==> src/rtl/traffic_led_monitor_pkg.sv <==
// Shared definitions for the lamp-bus monitor: LED bit positions, lamp patterns,
// phase and state codes, shadow selectors and the phase-length rule.
package traffic_led_monitor_pkg;

    localparam int LED_MR   = 0;
    localparam int LED_MY   = 1;
    localparam int LED_MG   = 2;
    localparam int LED_SR   = 3;
    localparam int LED_SY   = 4;
    localparam int LED_SG   = 5;
    localparam int LED_WALK = 6;
    localparam int LED_HB   = 7;

    // Legal lamp patterns on leds[6:0]: walk, sG, sY, sR, mG, mY, mR
    localparam logic [6:0] PAT_MG     = 7'b000_1100;
    localparam logic [6:0] PAT_MY     = 7'b000_1010;
    localparam logic [6:0] PAT_SG     = 7'b010_0001;
    localparam logic [6:0] PAT_SY     = 7'b001_0001;
    localparam logic [6:0] PAT_WALK   = 7'b100_1001;
    localparam logic [6:0] PAT_ALLRED = 7'b000_1001;

    localparam logic [1:0] SEL_BASE = 2'b00;
    localparam logic [1:0] SEL_EXT  = 2'b01;
    localparam logic [1:0] SEL_YEL  = 2'b10;
    localparam logic [1:0] SEL_WALK = 2'b11;

    typedef enum logic [2:0] {
        PH_NONE   = 3'd0,
        PH_MG     = 3'd1,
        PH_MY     = 3'd2,
        PH_SG     = 3'd3,
        PH_SY     = 3'd4,
        PH_WALK   = 3'd5,
        PH_ALLRED = 3'd6
    } phase_e;

    typedef enum logic [1:0] {
        ST_IDLE  = 2'd0,
        ST_TRACK = 2'd1,
        ST_FAULT = 2'd2
    } state_e;

    function automatic logic len_ok(input phase_e ph, input int len, input int t_base,
                                    input int t_ext, input int t_yel, input int t_walk);
        logic ok;
        ok = 1'b1;
        case (ph)
            PH_MG:         ok = (len >= t_base);
            PH_SG:         ok = (len >= t_ext);
            PH_MY, PH_SY:  ok = (len == t_yel);
            PH_WALK:       ok = (len == t_walk);
            PH_ALLRED:     ok = (len <= 2);
            default:       ok = 1'b1;
        endcase
        return ok;
    endfunction

endpackage

==> src/rtl/tlm_phase_decoder.sv <==
// Combinational lamp decoder: maps the seven lamp bits to a phase code and
// flags every pattern that is not one of the six legal ones.
module tlm_phase_decoder
    import traffic_led_monitor_pkg::*;
(
    input  logic [6:0] leds_i,
    output phase_e     phase_o,
    output logic       illegal_o
);

    always_comb begin
        phase_o   = PH_NONE;
        illegal_o = 1'b0;
        case (leds_i)
            PAT_MG:     phase_o = PH_MG;
            PAT_MY:     phase_o = PH_MY;
            PAT_SG:     phase_o = PH_SG;
            PAT_SY:     phase_o = PH_SY;
            PAT_WALK:   phase_o = PH_WALK;
            PAT_ALLRED: phase_o = PH_ALLRED;
            default:    illegal_o = 1'b1;
        endcase
    end

endmodule

==> src/rtl/traffic_led_monitor.sv <==
// Lamp-bus safety monitor: tracks controller phases, measures their length in
// ticks against shadow timing parameters, and latches lamp conflicts as FAULT.
//
//   state | meaning
//   IDLE  | waiting for first legal pattern; next phase is partial, not checked
//   TRACK | counting ticks in the current phase, checking on each change
//   FAULT | lamp conflict seen; held until clear_fault
module traffic_led_monitor
    import traffic_led_monitor_pkg::*;
#(
    parameter logic [3:0] T_BASE_DEF = 4'd6,
    parameter logic [3:0] T_EXT_DEF  = 4'd3,
    parameter logic [3:0] T_YEL_DEF  = 4'd2,
    parameter logic [3:0] T_WALK_DEF = 4'd3,
    parameter int         LEN_W      = 5
) (
    input  logic             clk,
    input  logic             g_reset,
    input  logic [7:0]       leds,
    input  logic             tick,
    input  logic             reprogram,
    input  logic [1:0]       time_parameter_selector,
    input  logic [3:0]       time_value,
    input  logic             clear_fault,
    output logic [2:0]       phase,
    output logic             phase_done,
    output logic [LEN_W-1:0] phase_len,
    output logic             timing_error,
    output logic             fault,
    output logic [7:0]       err_count
);

    phase_e             dec_phase;
    logic               dec_illegal;
    logic               unused_heartbeat;

    state_e             state_q;
    phase_e             phase_q;
    logic [LEN_W-1:0]   cnt_q;
    logic               first_q;
    logic               done_q;
    logic [LEN_W-1:0]   len_q;
    logic               terr_q;
    logic               fault_q;
    logic [7:0]         errcnt_q;
    logic               reprog_q;
    logic [3:0]         shadow_q [4];

    logic               load_d;
    logic               change_d;
    logic               len_ok_d;

    assign unused_heartbeat = leds[LED_HB];

    tlm_phase_decoder u_decoder (
        .leds_i    (leds[6:0]),
        .phase_o   (dec_phase),
        .illegal_o (dec_illegal)
    );

    assign load_d   = reprogram & ~reprog_q;
    assign change_d = (dec_phase != phase_q);
    assign len_ok_d = len_ok(phase_q, int'(cnt_q),
                             int'(shadow_q[SEL_BASE]), int'(shadow_q[SEL_EXT]),
                             int'(shadow_q[SEL_YEL]),  int'(shadow_q[SEL_WALK]));

    always_ff @(posedge clk or negedge g_reset) begin
        if (!g_reset) begin
            reprog_q           <= 1'b0;
            shadow_q[SEL_BASE] <= T_BASE_DEF;
            shadow_q[SEL_EXT]  <= T_EXT_DEF;
            shadow_q[SEL_YEL]  <= T_YEL_DEF;
            shadow_q[SEL_WALK] <= T_WALK_DEF;
        end else begin
            reprog_q <= reprogram;
            if (load_d) begin
                shadow_q[time_parameter_selector] <= time_value;
            end
        end
    end

    always_ff @(posedge clk or negedge g_reset) begin
        if (!g_reset) begin
            state_q  <= ST_IDLE;
            phase_q  <= PH_NONE;
            cnt_q    <= '0;
            first_q  <= 1'b0;
            done_q   <= 1'b0;
            len_q    <= '0;
            terr_q   <= 1'b0;
            fault_q  <= 1'b0;
            errcnt_q <= '0;
        end else begin
            done_q  <= 1'b0;
            terr_q  <= 1'b0;
            phase_q <= dec_phase;
            case (state_q)
                ST_IDLE: begin
                    if (dec_illegal) begin
                        state_q <= ST_FAULT;
                        fault_q <= 1'b1;
                    end else begin
                        state_q <= ST_TRACK;
                        cnt_q   <= '0;
                        first_q <= 1'b1;
                    end
                end
                ST_TRACK: begin
                    if (dec_illegal) begin
                        state_q <= ST_FAULT;
                        fault_q <= 1'b1;
                    end else if (change_d) begin
                        done_q  <= 1'b1;
                        len_q   <= cnt_q;
                        first_q <= 1'b0;
                        cnt_q   <= tick ? LEN_W'(1) : '0;
                        // The phase entered from IDLE may have started before we looked.
                        if (!first_q && !len_ok_d) begin
                            terr_q <= 1'b1;
                            if (errcnt_q != 8'hFF) begin
                                errcnt_q <= errcnt_q + 8'd1;
                            end
                        end
                    end else if (tick && (cnt_q != '1)) begin
                        cnt_q <= cnt_q + LEN_W'(1);
                    end
                end
                ST_FAULT: begin
                    if (clear_fault) begin
                        state_q <= ST_IDLE;
                        fault_q <= 1'b0;
                    end
                end
                default: begin
                    state_q <= ST_IDLE;
                end
            endcase
        end
    end

    assign phase        = phase_q;
    assign phase_done   = done_q;
    assign phase_len    = len_q;
    assign timing_error = terr_q;
    assign fault        = fault_q;
    assign err_count    = errcnt_q;

endmodule

==> config.mk <==
export PLATFORM = sky130hd
export DESIGN_NAME = traffic_led_monitor
export DESIGN_NICKNAME = d
export VERILOG_FILES = /design/src/rtl/traffic_led_monitor_pkg.sv /design/src/rtl/tlm_phase_decoder.sv /design/src/rtl/traffic_led_monitor.sv
export SDC_FILE = /design/constraint.sdc
export NUM_CORES = 1
export LEC_CHECK = 0
export ABC_AREA = 1
export BUFFER_PORTS_ARGS = -buffer_cell sky130_fd_sc_hd__buf_4
export CORE_UTILIZATION = 55
export CTS_CLUSTER_SIZE = 30
export DETAILED_ROUTE_END_ITERATION = 8
export HOLD_SLACK_MARGIN = 0.1
export PLACE_DENSITY = 0.82
export REMOVE_ABC_BUFFERS = 1
export SYNTH_ARGS = -nofsm -noshare
export SYNTH_HDL_FRONTEND = slang
export SYNTH_HIERARCHICAL = 1
export SYNTH_SLANG_ARGS = --single-unit
export TNS_END_PERCENT = 1
==> constraint.sdc <==
create_clock -name clk -period 3.1 [get_ports clk]
set_input_delay 0.465 -clock clk [delete_from_list [all_inputs] [get_ports clk]]
set_output_delay 0.465 -clock clk [all_outputs]
set_load 0.005 [all_outputs]
## Word level (Yosys, flattened, before mapping)

Cells that the tools add are included.

| storage, ports and cells | value |
|---|---|
| bits of input ports | 19 |
| logic and storage cells | 96 |
| bits in registers | 44 |
| output and inout port bits | 19 |

| cells by class | value |
|---|---|
| add/subtract/negate cells | 2 |
| reductions and logical operators | 17 |
| mux-type cells | 29 |
| $lt $le $gt $ge | 5 |
| bitwise gates (word level) | 3 |
| equal/unequal tests | 26 |

Operators with widths:

| kind | number |
|---|---|
| $eq 7x4->1 const B | 3 |
| $mux 5 | 4 |
| $pmux 3 s6 | 1 |
| $bwmux 16 | 1 |
| $mux 1 | 13 |
| $ne 2x2->1 const B | 6 |
| $eq 5x5->1 | 2 |
| $ge 5x4->1 | 2 |
| $pmux 5 s2 | 1 |
| $eq 3x3->1 const B | 3 |
| $add 8x1->8 const B | 1 |
| $demux 4 s2 | 1 |
| $ne 8x8->1 const B | 1 |
| $reduce_and 4->1 | 2 |
| $eq 7x5->1 const B | 1 |
| $eq 7x6->1 const B | 1 |
| $eq 7x7->1 const B | 1 |
| $eq 3x2->1 const B | 2 |
| $mux 2 | 3 |
| $pmux 2 s3 | 1 |
| $reduce_and 3->1 | 2 |
| $reduce_or 6->1 | 1 |
| $add 5x1->5 const B | 1 |
| $le 5x2->1 const B | 1 |
| 21 further kinds | 27 |

## Longest topological paths before layout

| depth | value |
|---|---|
| depth in word-level cells | 9 |
| depth in mapped cells | 17 |
| depth with buffers taken out | 17 |

## Hierarchy

The synthesis kept the hierarchy.

Modules (own cells, without submodules):

| module | cells an instance | instances | sequential area each (µm²) | area an instance (µm²) |
|---|---|---|---|---|
| traffic_led_monitor | 295 | 1 | 1109.8 | 2447.3 |
| tlm_phase_decoder | 34 | 1 | 0.0 | 152.6 |

## Worst setup path after synthesis

No wires, ideal clock.

| timing path | value |
|---|---|
| kind | input-to-reg |
| start | input port leds[1] |
| end | register errcnt_q[6], in the netlist err_count[6] |
| path buffers | 0 |
| setup time | 118 ps |
| stages | 16 |
| path slack | 1222 ps |
| required time | 2982 ps |
| data arrival time | 1760 ps |
| cells stage by stage | inv_1 > nand2_2 > nor2_2 > nand2_1 > nand3_1 > inv_1 > nand2_1 > nand2_1 > nand3_2 > nand3_2 > nor2_2 > nand2_2 > nor2_8 > nand3_4 > nand2_1 > nand2_1 |

| on the way | value |
|---|---|
| word-level cells in the longest chain between the ends | 4 |
| elaborated cells between the ends (all ways) | 10 |
| classes of those cells | eq/ne: 7; mux: 1; reduce/logical: 2 |

RTL lines:

| item | line | source |
|---|---|---|
| start, declared | traffic_led_monitor.sv:19 | `input logic [7:0] leds,` |
| $eq 7x4->1, or another cell as far along | tlm_phase_decoder.sv:14 | `case (leds_i)` |
| $pmux 3 s6 (*) | tlm_phase_decoder.sv:14 |  |
| via dec_phase[0] | traffic_led_monitor.sv:33 | `phase_e dec_phase;` |
| $ne 3x3->1 (*) | traffic_led_monitor.sv:62 | `assign change_d = (dec_phase != phase_q);` |
| $reduce_and 5->1 (no line) (*) | n/a |  |
| end signal, assigned | traffic_led_monitor.sv:121 | `errcnt_q <= errcnt_q + 8'd1;` |
| end, declared | traffic_led_monitor.sv:45 | `logic [7:0] errcnt_q;` |

Mark *: on every way through the listed nets, which the timed path passes. The rest lies on a longest branch.
A chain may end at the register's enable or synchronous reset.

## Final worst setup path

| timing path | value |
|---|---|
| start | register cnt_q[2] |
| end | register errcnt_q[7], in the netlist err_count[7] |

| on the way | value |
|---|---|
| word-level cells in the longest chain between the ends | 5 |
| elaborated cells between the ends (all ways) | 9 |
| classes of those cells | order compare: 3; eq/ne: 2; mux: 1; reduce/logical: 3 |

RTL lines:

| item | line | source |
|---|---|---|
| start, declared | traffic_led_monitor.sv:39 | `logic [LEN_W-1:0] cnt_q;` |
| start signal, assigned | traffic_led_monitor.sv:116 | `cnt_q <= tick ? LEN_W'(1) : '0;` |
| start signal, assigned | traffic_led_monitor.sv:125 | `cnt_q <= cnt_q + LEN_W'(1);` |
| $le 5x2->1, or another cell as far along | traffic_led_monitor_pkg.sv:52 | `PH_ALLRED: ok = (len <= 2);` |
| $pmux 1 s5 (*) | traffic_led_monitor_pkg.sv:47 | `case (ph)` |
| $logic_not 1->1 (*) | traffic_led_monitor.sv:118 | `if (!first_q && !len_ok_d) begin` |
| $logic_and 1x1->1 (*) | traffic_led_monitor.sv:118 |  |
| $reduce_and 5->1 (no line) (*) | n/a |  |

Mark *: on every way between the ends. The rest lies on a longest branch, timed or not.

==> results.tsv <==
metric	value	unit
number of antenna violations at the first check in global routing	0	
Worst setup SP type	register	
Clock Sinks	44	
Final Critical Period	2020	ps
number of non-filler instances in the completed layout	423	
final clock skew	8.23	ps
routability congestion estimate	0.813	
Chip Width	70.8	um
data required time at the worst endpoint	3290	ps
Setup TNS Final	0	ps
Power per Cell Area	531	nW/um^2
maximum resistive drop on vdd	264	uV
maximum clock rate	495	MHz
number of synthesized register bits	44	
proportion of layout cells with a drive suffix above 1	0.218	
fillcell total	368	
synthesis warning total	6	
number of cell rows	24	
H-Tree Level Count	2	
total track usage	0.220	
unrepaired setup endpoints after global routing	false	
DR vias	2149	
count of unique library cells instantiated by Yosys	30	
layout net count	401	
number of design-rule violations left by the first detailed-router iteration	100	
clock tree from TritonCTS	done	
global-route wire length before repair	8760	um
Hold-fix buffers, CTS	0	
final routed wire length divided by cell count	11.8	um
portion of the clock cycle consumed by the worst path in the final layout	0.651	
drt pass-1 iters	6	
Core Footprint	4440	um^2
multi-input gate area in the final layout	1280	um^2
Vias/cell	5.08	
count of antenna-violating nets left after detailed routing	0	
number of buffers inserted to repair setup after CTS	0	
synthesized instance count	329	
worst-margin pin slew	535	ps
number of buffer cells added on primary ports	36	
worst setup path class	reg2reg	
endpoint arrival time on the critical path	2210	ps
sequential-to-total area share from yosys stat	0.427	
Die Span Y	70.8	um
failing checks	DRC	
Final setup violation count	0	
P&R area growth vs syn	16.6	%
Cell Count Post-Placement	415	
Hold Path Class	in2async	
clock input transition at the sequential cells of the worst setup and hold paths	90	ps
Clk Latency, worst-skew pair	300	ps
Hold Vio Cnt, Final	0	
largest net degree at the start of global routing	45	
gr ovfl total	0	
crit-path max FO	10	
Post-route DRC	4	
number of global-route vias before repair	2016	
mean instance size in the synthesized netlist	7.90	um^2
leakage component of the power	0.00160	uW
number of I/O pins	38	
Crit. End Element	register	
starting density of the core	0.585	
area of all sequential standard cells	1110	um^2
result of the run	finished, violations left	
library cell used as clock root buffer	clkbuf_8	
cells resized by post-CTS repair	0	
Worst path max stage delay	520	ps
die outline area	5010	um^2
Max Buffers Root-to-Sink	2	
number of max-cap violations	0	
final HPWL from detailed placement	3710	um
most common cell type on the critical path	nand2_1	
number of CTS-inserted buffers	5	
list of cells traversed by the critical path	ha_1, nand2_1, inv_1, o21ai_0, nand3_1, nor2_1, nor2_1, nor2_8, nand3_4, nand2_1, nand2_1	
total length of routed wires	4980	um
library cell contributing the largest single delay on the critical path	dfrtp_1	
antenna diode count	0	
Cell Area, Synth	2600	um^2
Final Slew Violations	0	
worst rel slew slack	0.643	
## flip-flops by register name, summed over array words and instances, names as in the netlist
register / flops
phase_done: 1
shadow_q: 16
fault: 1
state_q: 2
phase_len: 5
first_q: 1
phase: 3
reprog_q: 1
cnt_q: 5
err_count: 8
timing_error: 1
## path summary, 6_finish.rpt
kind	from	to	slack (ps)	cells past startpoint
max in group asynchronous	g_reset	shadow_q[1]	2570	1
min	g_reset	phase_len[1]	140	1
min reg2reg	state_q[1]	state_q[0]	460	1
max reg2reg	cnt_q[2]	err_count[7]	1080	11
min in group clk	reprogram	reprog_q	280	1
max	cnt_q[2]	err_count[7]	1080	11
## cell usage after synthesis
cell / number / area [um^2]
nand2_1: 87 / 327
inv_1: 48 / 180
dfrtp_1: 37 / 926
nor2_1: 26 / 97.6
o21ai_0: 23 / 115
nand3_1: 18 / 90.1
nand4_1: 13 / 81.3
ha_1: 12 / 150
nand2_2: 8 / 50.1
dfstp_2: 7 / 184
xor2_1: 7 / 61.3
nand3_2: 6 / 60.1
inv_2: 4 / 15.0
nor2_2: 4 / 25.0
nor3_1: 4 / 20.0
a21oi_1: 3 / 15.0
nor2_4: 3 / 33.8
buf_2: 2 / 10.0
nand3_4: 2 / 35.0
nor3_2: 2 / 20.0
o21ai_1: 2 / 10.0
o22ai_1: 2 / 12.5
xnor2_1: 2 / 17.5
a21oi_2: 1 / 8.76
and2_1: 1 / 6.26
nor2_8: 1 / 20.0
o21ai_2: 1 / 8.76
o31ai_1: 1 / 7.51
or2_0: 1 / 6.26
or2_1: 1 / 6.26
## metal layers
metal  track usage  up-vias  part of all wire
met5             0        -                 0
met4        0.0622        0             0.015
met3        0.0470        7             0.031
met2         0.382       34              0.49
met1         0.279      978              0.47
li1              -     1130                 -
## cell families after synthesis
group,count (synthesis),share of synthesized area
flops,44,0.427
xor+xnor,9,0.0303
compound gates,33,0.0683
simple gates,177,0.338
fa+ha+maj,12,0.0577
buf+inv,54,0.0789
## where the power goes
part           internal (uW)  switching, uW
registers                668           90.6
logic                    177            248
clock network            241            186
total                   1090            525
## worst max-delay path: cells and delay by family (launching register included)
family	cells	cell delay (ps)
flops	1	520
buf+inv	1	30
compound gates	1	140
simple gates	8	830
fa+ha+maj	1	400
## cell usage in the layout, fill, tap and decap left out, types with 2 or more instances in the layout
master    Yosys  final
nand3_1      18     18
nor2_1       26     26
clkbuf_8      0      5
xor2_1        7      7
o21ai_0      23     23
inv_1        48     48
nor3_2        2      2
dfstp_2       7      7
nor2_2        4      4
nand3_2       6      6
xnor2_1       2      2
o21ai_1       2      2
a21oi_1       3      3
ha_1         12     12
clkbuf_1      0      2
nor3_1        4      4
nand2_1      87     87
buf_4         0     36
dfrtp_1      37     37
inv_2         4      4
o22ai_1       2      2
nand4_1      13     13
nand2_2       8      8
nor2_4        3      3
nand3_4       2      2
## layout make-up
class | instances | share of cell area
clock buffers | 7 | 0.0252
flip-flops and latches | 44 | 0.366
multi-input cells | 231 | 0.424
clock inverters | 1 | 0.00991
inverters | 52 | 0.0644
repair buffers | 36 | 0.0891
well taps | 52 | 0.0215
## per-stage QoR
step	cell area (um^2)	total power, uW	hold WS [ps]	util	setup slack (ps)
2_1_floorplan	2590	1050	169	-	1220
3_3_place_gp	2930	1160	442	0.658	887
3_5_place_dp	2930	1190	445	0.658	839
4_1_cts	3030	1620	162	0.682	1070
5_1_grt	3030	1720	189	0.682	878
6_report	3030	1610	142	0.682	1080
Power figures use the tool's default switching activity.
